<file path="src/rtl/am_fm_demodulate_pkg.sv">
// Shared types and helpers for the AM/FM demodulator.
package demod_pkg;

    // Zero-crossing detector states
    typedef enum logic [1:0] {
        IDLE,
        LOW,
        HIGH
    } fm_state_e;

    localparam logic MODE_AM = 1'b0;
    localparam logic MODE_FM = 1'b1;

    // Offset-binary midscale for a sample of the given width
    function automatic int unsigned midscale(input int unsigned width);
        return 32'd1 << (width - 1);
    endfunction

endpackage

</file>
<file path="src/rtl/am_fm_demodulate_if.sv">
// Sample/control bundle between the capture stage and the demodulator.
interface am_fm_demodulate_if #(
    parameter int unsigned INPUT_WIDTH  = 12,
    parameter int unsigned OUTPUT_WIDTH = 12,
    parameter int unsigned CNT_WIDTH    = 16
);
    logic                    Sel;
    logic                    sample_en;
    logic [INPUT_WIDTH-1:0]  wave_in;
    logic [CNT_WIDTH-1:0]    center_period;
    logic [3:0]              fm_gain_shift;
    logic [OUTPUT_WIDTH-1:0] wave_out;
    logic                    wave_valid;
    logic                    carrier_lost;

    modport master (
        output Sel, sample_en, wave_in, center_period, fm_gain_shift,
        input  wave_out, wave_valid, carrier_lost
    );

    modport slave (
        input  Sel, sample_en, wave_in, center_period, fm_gain_shift,
        output wave_out, wave_valid, carrier_lost
    );
endinterface

</file>
<file path="src/rtl/am_fm_demodulate_period_meter.sv">
// Hysteresis zero-crossing FSM with a saturating period counter and timeout.
module demod_period_meter
    import demod_pkg::*;
#(
    parameter int unsigned INPUT_WIDTH = 12,
    parameter int unsigned CNT_WIDTH   = 16,
    parameter int unsigned HYST        = 64
) (
    input  logic                   clk_i,
    input  logic                   rst_ni,
    input  logic                   sample_en_i,
    input  logic [INPUT_WIDTH-1:0] wave_in_i,
    input  logic                   clear_i,
    output logic [CNT_WIDTH-1:0]   period_o,
    output logic                   period_valid_o,
    output logic                   timeout_o
);

    localparam int MID    = int'(midscale(INPUT_WIDTH));
    localparam int LO_RAW = MID - int'(HYST);
    localparam int HI_RAW = MID + int'(HYST);
    localparam int TOP    = (1 << INPUT_WIDTH) - 1;
    localparam logic [INPUT_WIDTH-1:0] LO_THR = (LO_RAW < 0)   ? '0 : INPUT_WIDTH'(LO_RAW);
    localparam logic [INPUT_WIDTH-1:0] HI_THR = (HI_RAW > TOP) ? '1 : INPUT_WIDTH'(HI_RAW);
    localparam logic [CNT_WIDTH-1:0]   CNT_MAX = '1;

    fm_state_e            state_q, state_d;
    logic [CNT_WIDTH-1:0] cnt_q, cnt_d;
    logic                 armed_q, armed_d;
    logic                 below, above, saturated;

    assign below    = wave_in_i < LO_THR;
    assign above    = wave_in_i >= HI_THR;
    assign period_o = cnt_q;

    // Next-state, counter and event decode; the counter value stored at a
    // crossing is 1 so the value seen at the next crossing is the full period.
    always_comb begin
        state_d        = state_q;
        cnt_d          = cnt_q;
        armed_d        = armed_q;
        period_valid_o = 1'b0;
        timeout_o      = 1'b0;
        saturated      = 1'b0;
        if (clear_i) begin
            state_d = IDLE;
            cnt_d   = '0;
            armed_d = 1'b0;
        end else if (sample_en_i) begin
            case (state_q)
                IDLE: begin
                    if (below) state_d = LOW;
                end
                LOW, HIGH: begin
                    saturated = (cnt_q == CNT_MAX);
                    timeout_o = saturated;
                    cnt_d     = saturated ? cnt_q : cnt_q + CNT_WIDTH'(1);
                    if (state_q == HIGH && below) state_d = LOW;
                    if (state_q == LOW && above) begin
                        state_d        = HIGH;
                        cnt_d          = CNT_WIDTH'(1);
                        armed_d        = 1'b1;
                        period_valid_o = armed_q;
                    end else if (saturated) begin
                        state_d = IDLE;
                        cnt_d   = '0;
                        armed_d = 1'b0;
                    end
                end
                default: state_d = IDLE;
            endcase
        end
    end

    // State register
    always_ff @(posedge clk_i) begin
        if (!rst_ni) begin
            state_q <= IDLE;
            cnt_q   <= '0;
            armed_q <= 1'b0;
        end else begin
            state_q <= state_d;
            cnt_q   <= cnt_d;
            armed_q <= armed_d;
        end
    end

endmodule

</file>
<file path="src/rtl/am_fm_demodulate.sv">
// AM envelope / FM period-to-deviation demodulator, offset-binary in and out.
module am_fm_demodulate
    import demod_pkg::*;
#(
    parameter int unsigned INPUT_WIDTH  = 12,
    parameter int unsigned OUTPUT_WIDTH = 12,
    parameter int unsigned CNT_WIDTH    = 16,
    parameter int unsigned AVG_SHIFT    = 4,
    parameter int unsigned HYST         = 64
) (
    input  logic              clk_in,
    input  logic              RST,
    am_fm_demodulate_if.slave bus
);

    localparam int unsigned R_W   = INPUT_WIDTH - 1;
    localparam int unsigned ACC_W = R_W + AVG_SHIFT;
    localparam int unsigned DEV_W = CNT_WIDTH + 17;
    localparam logic [INPUT_WIDTH-1:0]  IN_MID   = INPUT_WIDTH'(midscale(INPUT_WIDTH));
    localparam logic [OUTPUT_WIDTH-1:0] OUT_MID  = OUTPUT_WIDTH'(midscale(OUTPUT_WIDTH));
    localparam logic signed [DEV_W-1:0] DEV_MID  = DEV_W'(midscale(OUTPUT_WIDTH));
    localparam logic signed [DEV_W-1:0] DEV_MAX  = DEV_W'((64'd1 << OUTPUT_WIDTH) - 64'd1);
    localparam logic [AVG_SHIFT:0]      WIN_LAST = (AVG_SHIFT + 1)'((64'd1 << AVG_SHIFT) - 64'd1);

    logic                     sel_q;
    logic [ACC_W-1:0]         acc_q, acc_d, acc_sum;
    logic [AVG_SHIFT:0]       win_cnt_q, win_cnt_d;
    logic [OUTPUT_WIDTH-1:0]  wave_out_q, wave_out_d;
    logic                     wave_valid_q, wave_valid_d;
    logic                     lost_q, lost_d;
    logic                     mode_change, meter_clear;
    logic [INPUT_WIDTH-1:0]   mag, envelope;
    logic [R_W-1:0]           rect;
    logic [OUTPUT_WIDTH-1:0]  am_out, fm_out;
    logic [CNT_WIDTH-1:0]     period;
    logic                     period_valid, timeout;
    logic signed [DEV_W-1:0]  dev, fm_sum;

    assign mode_change = (bus.Sel != sel_q);
    assign meter_clear = mode_change || (bus.Sel == MODE_AM);

    demod_period_meter #(
        .INPUT_WIDTH (INPUT_WIDTH),
        .CNT_WIDTH   (CNT_WIDTH),
        .HYST        (HYST)
    ) u_meter (
        .clk_i          (clk_in),
        .rst_ni         (RST),
        .sample_en_i    (bus.sample_en),
        .wave_in_i      (bus.wave_in),
        .clear_i        (meter_clear),
        .period_o       (period),
        .period_valid_o (period_valid),
        .timeout_o      (timeout)
    );

    // Rectify and window-average; a full-scale negative sample (offset 2^(W-1))
    // saturates to the largest W-1 bit magnitude so the accumulator cannot overflow.
    always_comb begin
        mag      = (bus.wave_in >= IN_MID) ? bus.wave_in - IN_MID : IN_MID - bus.wave_in;
        rect     = mag[INPUT_WIDTH-1] ? '1 : mag[R_W-1:0];
        acc_sum  = acc_q + ACC_W'(rect);
        envelope = {acc_sum[ACC_W-1:AVG_SHIFT], 1'b0};
    end

    if (OUTPUT_WIDTH <= INPUT_WIDTH) begin : g_trunc
        assign am_out = envelope[INPUT_WIDTH-1 -: OUTPUT_WIDTH];
    end else begin : g_pad
        assign am_out = {envelope, {(OUTPUT_WIDTH - INPUT_WIDTH){1'b0}}};
    end

    // Period error scaled to a deviation around midscale, clamped to output range
    always_comb begin
        dev    = ($signed({17'b0, bus.center_period}) - $signed({17'b0, period})) <<< bus.fm_gain_shift;
        fm_sum = dev + DEV_MID;
        if (fm_sum < 0)             fm_out = '0;
        else if (fm_sum > DEV_MAX)  fm_out = '1;
        else                        fm_out = fm_sum[OUTPUT_WIDTH-1:0];
    end

    // Output and AM window control; a mode change overrides any completion
    always_comb begin
        acc_d        = acc_q;
        win_cnt_d    = win_cnt_q;
        wave_out_d   = wave_out_q;
        wave_valid_d = 1'b0;
        lost_d       = lost_q;
        if (mode_change) begin
            acc_d     = '0;
            win_cnt_d = '0;
            lost_d    = 1'b0;
        end else if (bus.sample_en) begin
            if (bus.Sel == MODE_AM) begin
                lost_d = 1'b0;
                if (win_cnt_q == WIN_LAST) begin
                    acc_d        = '0;
                    win_cnt_d    = '0;
                    wave_out_d   = am_out;
                    wave_valid_d = 1'b1;
                end else begin
                    acc_d     = acc_sum;
                    win_cnt_d = win_cnt_q + (AVG_SHIFT + 1)'(1);
                end
            end else if (period_valid) begin
                wave_out_d   = fm_out;
                wave_valid_d = 1'b1;
                lost_d       = timeout;
            end else if (timeout) begin
                wave_out_d   = OUT_MID;
                wave_valid_d = 1'b1;
                lost_d       = 1'b1;
            end
        end
    end

    // Datapath registers
    always_ff @(posedge clk_in) begin
        if (!RST) begin
            sel_q        <= MODE_AM;
            acc_q        <= '0;
            win_cnt_q    <= '0;
            wave_out_q   <= OUT_MID;
            wave_valid_q <= 1'b0;
            lost_q       <= 1'b0;
        end else begin
            sel_q        <= bus.Sel;
            acc_q        <= acc_d;
            win_cnt_q    <= win_cnt_d;
            wave_out_q   <= wave_out_d;
            wave_valid_q <= wave_valid_d;
            lost_q       <= lost_d;
        end
    end

    assign bus.wave_out     = wave_out_q;
    assign bus.wave_valid   = wave_valid_q;
    assign bus.carrier_lost = lost_q;

endmodule

</file>
<file path="src/flat_wrapper.sv">
// flat-port wrapper written by rule: the top's interface ports become plain ports
module am_fm_demodulate_flat import demod_pkg::*;
#(
    parameter int unsigned INPUT_WIDTH  = 12,
    parameter int unsigned OUTPUT_WIDTH = 12,
    parameter int unsigned CNT_WIDTH    = 16,
    parameter int unsigned AVG_SHIFT    = 4,
    parameter int unsigned HYST         = 64
)
  (clk_in, RST, bus_Sel, bus_sample_en, bus_wave_in, bus_center_period, bus_fm_gain_shift, bus_wave_out, bus_wave_valid, bus_carrier_lost);
  am_fm_demodulate_if #(.INPUT_WIDTH(INPUT_WIDTH), .OUTPUT_WIDTH(OUTPUT_WIDTH), .CNT_WIDTH(CNT_WIDTH)) bus_i ();
  input  logic clk_in;
  input  logic RST;
  input wire logic [$bits(bus_i.Sel)-1:0] bus_Sel;
  input wire logic [$bits(bus_i.sample_en)-1:0] bus_sample_en;
  input wire logic [$bits(bus_i.wave_in)-1:0] bus_wave_in;
  input wire logic [$bits(bus_i.center_period)-1:0] bus_center_period;
  input wire logic [$bits(bus_i.fm_gain_shift)-1:0] bus_fm_gain_shift;
  output wire logic [$bits(bus_i.wave_out)-1:0] bus_wave_out;
  output wire logic [$bits(bus_i.wave_valid)-1:0] bus_wave_valid;
  output wire logic [$bits(bus_i.carrier_lost)-1:0] bus_carrier_lost;
  assign bus_i.Sel = bus_Sel;
  assign bus_i.sample_en = bus_sample_en;
  assign bus_i.wave_in = bus_wave_in;
  assign bus_i.center_period = bus_center_period;
  assign bus_i.fm_gain_shift = bus_fm_gain_shift;
  assign bus_wave_out = bus_i.wave_out;
  assign bus_wave_valid = bus_i.wave_valid;
  assign bus_carrier_lost = bus_i.carrier_lost;
  am_fm_demodulate #(.INPUT_WIDTH(INPUT_WIDTH), .OUTPUT_WIDTH(OUTPUT_WIDTH), .CNT_WIDTH(CNT_WIDTH), .AVG_SHIFT(AVG_SHIFT), .HYST(HYST)) u_core (.clk_in(clk_in), .RST(RST), .bus(bus_i));
endmodule
</file>
<file path="config.mk">
export PLATFORM = sky130hd
export DESIGN_NAME = am_fm_demodulate_flat
export DESIGN_NICKNAME = d
export VERILOG_FILES = /design/src/rtl/am_fm_demodulate_pkg.sv /design/src/rtl/am_fm_demodulate_if.sv /design/src/rtl/am_fm_demodulate_period_meter.sv /design/src/rtl/am_fm_demodulate.sv /design/src/flat_wrapper.sv
export SDC_FILE = /design/constraint.sdc
export NUM_CORES = 1
export LEC_CHECK = 0
export CAP_MARGIN = 20
export CORE_ASPECT_RATIO = 0.75
export CORE_MARGIN = 1.5
export CORE_UTILIZATION = 30
export DETAILED_ROUTE_END_ITERATION = 12
export PLACE_DENSITY = 0.51
export SYNTH_ARGS = -nofsm -noshare
export SYNTH_HDL_FRONTEND = slang
export SYNTH_HIERARCHICAL = 1
export SYNTH_SLANG_ARGS = --single-unit
</file>
<file path="constraint.sdc">
create_clock -name clk_in -period 6.2 [get_ports clk_in]
set_input_delay 0.93 -clock clk_in [delete_from_list [all_inputs] [get_ports clk_in]]
set_output_delay 0.93 -clock clk_in [all_outputs]
set_load 0.05 [all_outputs]
</file>
==> impl_metrics.py <==
metrics = {
    "run_status": {
        "status": "finished clean",
    },
    "detailed_routing": {
        "drtPass1Iterations": 5,
        "drt_iter0_drc": 662,
        "postRouteAntennaNets": 0,
        "via_per_inst": 5.44,
        "dr_total_vias": 6651,
        "post-route-drc-count": 0,
        "routedWlPerCell_um": 16.1,
        "postRouteWirelength_um": 19700,
    },
    "finish": {
        "fin_area_um2": 7470,
        "fin_cells": 1222,
        "syn_to_final_growth_pct": 19.0,
        "nets": 1015,
        "num_antenna_cells": 0,
        "n_fill_cell": 2252,
        "drive_gt1_share_pct": 12.0,
    },
    "power": {
        "power.switching_mw": 0.402,
        "sequentialPowerShare_pct": 32.9,
        "combPwrFrac_pct": 40.9,
        "switching_share_pct": 37.1,
        "p_total_mw": 1.08,
        "p_leak_nw": 2.87,
        "ir_drop_uv": 88.9,
        "clock_power_share_pct": 26.2,
        "p_int_mw": 0.682,
        "power_density_nw_per_um2": 145,
    },
    "synth": {
        "ys_ff_latch": 54,
        "synth_nets": 949,
        "syn-cell-area_um2": 6270,
        "ys_seq_area_share_pct": 17.2,
        "synthArstFlopShare_pct": 0,
        "syn_avg_cell_area_um2": 7.19,
        "synth_cell_type_count": 99,
        "synth_edf_count": 0,
        "synth_cells": 873,
        "synth_warnings": 6,
        "ys.flop_type": "dfxtp_1",
    },
    "setup_path": {
        "rrSetupSlack_ns": 1.05,
        "path_common_cell": "o211a_1",
        "critical_path_buf_inv_count": 3,
        "crit_start": "bus_center_period[0]",
        "crit_path_top_delay_cell": "or4b_1",
        "cp_num_cells": 20,
        "setup.worst_path.end": "u_core/bus.wave_out[3]$_SDFFE_PN0P_",
        "cp.arrival_ns": 6.10,
        "worstSetupPathType": "in -> reg",
        "r2r_cells": 18,
        "cp_top_family": "compound AO/OA/AOI/OAI gates",
        "regToRegEndpoint": "u_core/bus.wave_out[3]$_SDFFE_PN0P_",
        "rr_startpoint": "u_core/u_meter/period_o[2]$_SDFFE_PP0P_",
        "cp.required_ns": 6.39,
        "cp_max_fo": 5,
        "crit_path_end_kind": "flip-flop",
        "worstSetupStartpointType": "primary input",
        "path_cells": "clkdlybuf4s50_1 > inv_1 > ha_1 > fa_1 > and2b_1 > o2111a_1 > o211a_1 > o211a_1 > a2bb2oi_1 > o211ai_1 > o211a_1 > or3b_4 > or4b_1 > nor4_2 > o221ai_1 > a2111o_1 > o211ai_2 > o21a_1 > buf_4 > a21oi_2",
        "cpPeakStageDelay_ns": 0.55,
    },
    "job": {
        "maxCapViolCount": 0,
    },
    "clock_tree": {
        "clockBufferDepth": 2,
        "clock_latency_ns": 0.30,
        "cts_tree": "yes",
        "postCtsSetupBuffers": 0,
        "clk_pin_slew_ns": 0.07,
        "hold_buffers": 0,
        "clock_sinks": 54,
        "ctsHtreeMaxLevel": 2,
        "clock-root-buffer": "clkbuf_16",
        "cts_made_buffers": 5,
    },
    "timing": {
        "maxSlewViolCount": 0,
        "slew-limit-headroom_pct": 43.8,
        "finClkSkew_ns": 0.00319,
        "finalWorstSetupSlack_ns": 0.285,
        "min_period_ns": 5.92,
        "hold_viol": 0,
        "fmax_mhz": 169,
        "rsz0062_at_grt": "false",
        "worst_pin_slew_ns": 0.843,
        "finalCritPeriodShare_pct": 95.4,
        "setup_violations": 0,
    },
    "grt": {
        "grt_start_max_net_pins": 29,
        "grt-ovfl-total": 0,
        "grtUsageTotal_pct": 18.5,
        "antenna_found_initial": 0,
        "grt_pass1_wl_um": 32500,
        "grt_pass1_vias": 6162,
    },
    "floorplanning": {
        "die-area_um2": 21800,
        "start_util_pct": 30.8,
        "fp.coreArea_um2": 20400,
        "io_pins": 50,
        "fp-row-count": 45,
        "die_h_um": 128,
        "die_x_um": 170,
    },
    "placed_design": {
        "globalplace.congestion": 0.972,
        "place_inst": 1213,
        "place_ws_ns": -0.0723,
        "placed_area_um2": 7290,
        "place_hpwl_um": 15900,
        "portBuffers": 49,
    },
    "hold_path": {
        "hold_depth": 2,
        "min_path_type": "reg -> reg",
    },
}
tightest hold or removal path: cells and delay by family, from the launching register on:
| kind | cells | cell delay, ns |
|---|---|---|
| compound gates | 1 | 0.05 |
| flops | 1 | 0.32 |
| simple gates | 1 | 0.05 |
cell usage after synthesis, types with 5 or more instances:
master / number / area (um^2)
a21oi_2: 11 / 96.3
clkbuf_1: 21 / 78.8
and3_1: 11 / 68.8
buf_2: 9 / 45.0
a22oi_1: 18 / 135
o21ai_0: 47 / 235
a211oi_1: 6 / 45.0
ha_1: 38 / 475
nand4_1: 16 / 100
a211o_1: 7 / 61.3
o21a_1: 6 / 45.0
dfxtp_1: 54 / 1080
a21oi_1: 58 / 290
nor2b_1: 10 / 62.6
a31oi_1: 13 / 81.3
xnor2_1: 21 / 184
a32oi_1: 6 / 52.6
o21ai_1: 7 / 35.0
and2_1: 10 / 62.6
nor4_1: 6 / 37.5
nor3_1: 21 / 105
nor2_1: 101 / 379
nand2b_1: 7 / 43.8
o2111ai_1: 6 / 52.6
or2_2: 7 / 43.8
inv_1: 53 / 199
nand3_1: 34 / 170
nand2_1: 91 / 342
o211a_1: 8 / 80.1
xor2_1: 16 / 140
or3_1: 7 / 43.8
o31a_1: 5 / 43.8
a21o_1: 9 / 67.6
o211ai_1: 11 / 82.6
worst min-delay path by stage:
stage	start	to	slack, ns
after global routing	u_core/acc_q[0]$_SDFFE_PP0P_	u_core/acc_q[0]$_SDFFE_PP0P_	0.48
after global placement	u_core/acc_q[0]$_SDFFE_PP0P_	u_core/acc_q[0]$_SDFFE_PP0P_	0.45
final	u_core/acc_q[0]$_SDFFE_PP0P_	u_core/acc_q[0]$_SDFFE_PP0P_	0.46
after detailed placement	u_core/acc_q[0]$_SDFFE_PP0P_	u_core/acc_q[0]$_SDFFE_PP0P_	0.45
after CTS	u_core/acc_q[0]$_SDFFE_PP0P_	u_core/acc_q[0]$_SDFFE_PP0P_	0.46
after floorplan	u_core/u_meter/armed_q$_SDFFE_PP0P_	u_core/u_meter/armed_q$_SDFFE_PP0P_	0.44
registers in the layout, summed over array words and instances, names as in the netlist:
signal,flops
u_core/acc_q,15
u_core/bus.wave_valid,1
u_core/u_meter/period_o,16
u_core/win_cnt_q,5
u_core/u_meter/armed_q,1
u_core/u_meter/state_q,2
u_core/bus.carrier_lost,1
u_core/sel_q,1
u_core/bus.wave_out,12
logic make-up (layout without fill, tap and decap cells):
group / count (synthesis) / in the layout / synth area share, %
AOI/OAI and AO/OA: 290 / 290 / 33.4
xor gates and xnor gates: 37 / 37 / 5.17
adders and majority gates: 40 / 40 / 8.22
buffers and inverters: 92 / 159 / 6.16
DFF: 54 / 54 / 17.2
muxes: 7 / 7 / 1.36
and+or+nand+nor: 353 / 353 / 28.4
cell usage in the layout, fill, tap and decap left out, types with 7 or more instances in the layout:
cell type and n:
a21oi_2 11, dfxtp_1 54, or3_1 7, a21oi_1 58
o211ai_1 11, o211a_1 8, or2_2 7, ha_1 38
inv_1 53, nor2b_1 10, xor2_1 16, o21ai_1 7
nand2b_1 7, a21o_1 9, nand4_1 16, nand3_1 34
nor3_1 21, and2_1 10, clkdlybuf4s50_1 49, and3_1 11
buf_4 49, a22oi_1 17, nand2_1 91, nor2_1 101
xnor2_1 21, a31oi_1 12, o21ai_0 47, a211o_1 7
power groups by stage:
stage	clock (mW)	combinational [mW]	sequential [mW]
4_1_cts	0.296	0.435	0.357
5_1_grt	0.304	0.490	0.358
6_report	0.284	0.444	0.357
2_1_floorplan	0	0.283	0.374
3_3_place_gp	0	0.436	0.365
3_5_place_dp	0	0.432	0.365
routing by layer:
metal	share of wire (%)	vias to the layer above	track usage, %	wire length (um)
li1	-	3380	-	-
met1	53	3048	28.8	10500
met3	6.4	15	2.53	1250
met4	0.92	0	3.64	181
met2	40	208	26.4	7810
met5	0	-	0	0
cell type report:
cell class	count	area [um^2]	area share [%]
sequential	54	1080	14.5
clock buffer	6	129	1.73
multi-input combinational	727	4830	64.7
tap	282	353	4.72
clock inverter	2	13.8	0.184
inverter	53	199	2.66
timing repair buffer	98	858	11.5
repair_timing:
| item | in CTS | in global routing |
|---|---|---|
| endpoints found under the hold margin | 0 | 0 |
| resized for setup | 0 | 5 |
| endpoints found under the setup margin | 0 | 10 |
through the flow:
step / utilization, % / hold slack, ns / TNS, ns
final: 36.6 / 0.464 / 0
after global routing: 36.6 / 0.483 / 0
after CTS: 36.5 / 0.465 / 0
after detailed placement: 35.8 / 0.455 / -0.469
after global placement: 35.8 / 0.448 / -0.300
after floorplan: - / 0.436 / 0
Note: power is estimated with default switching activity, not from simulation.
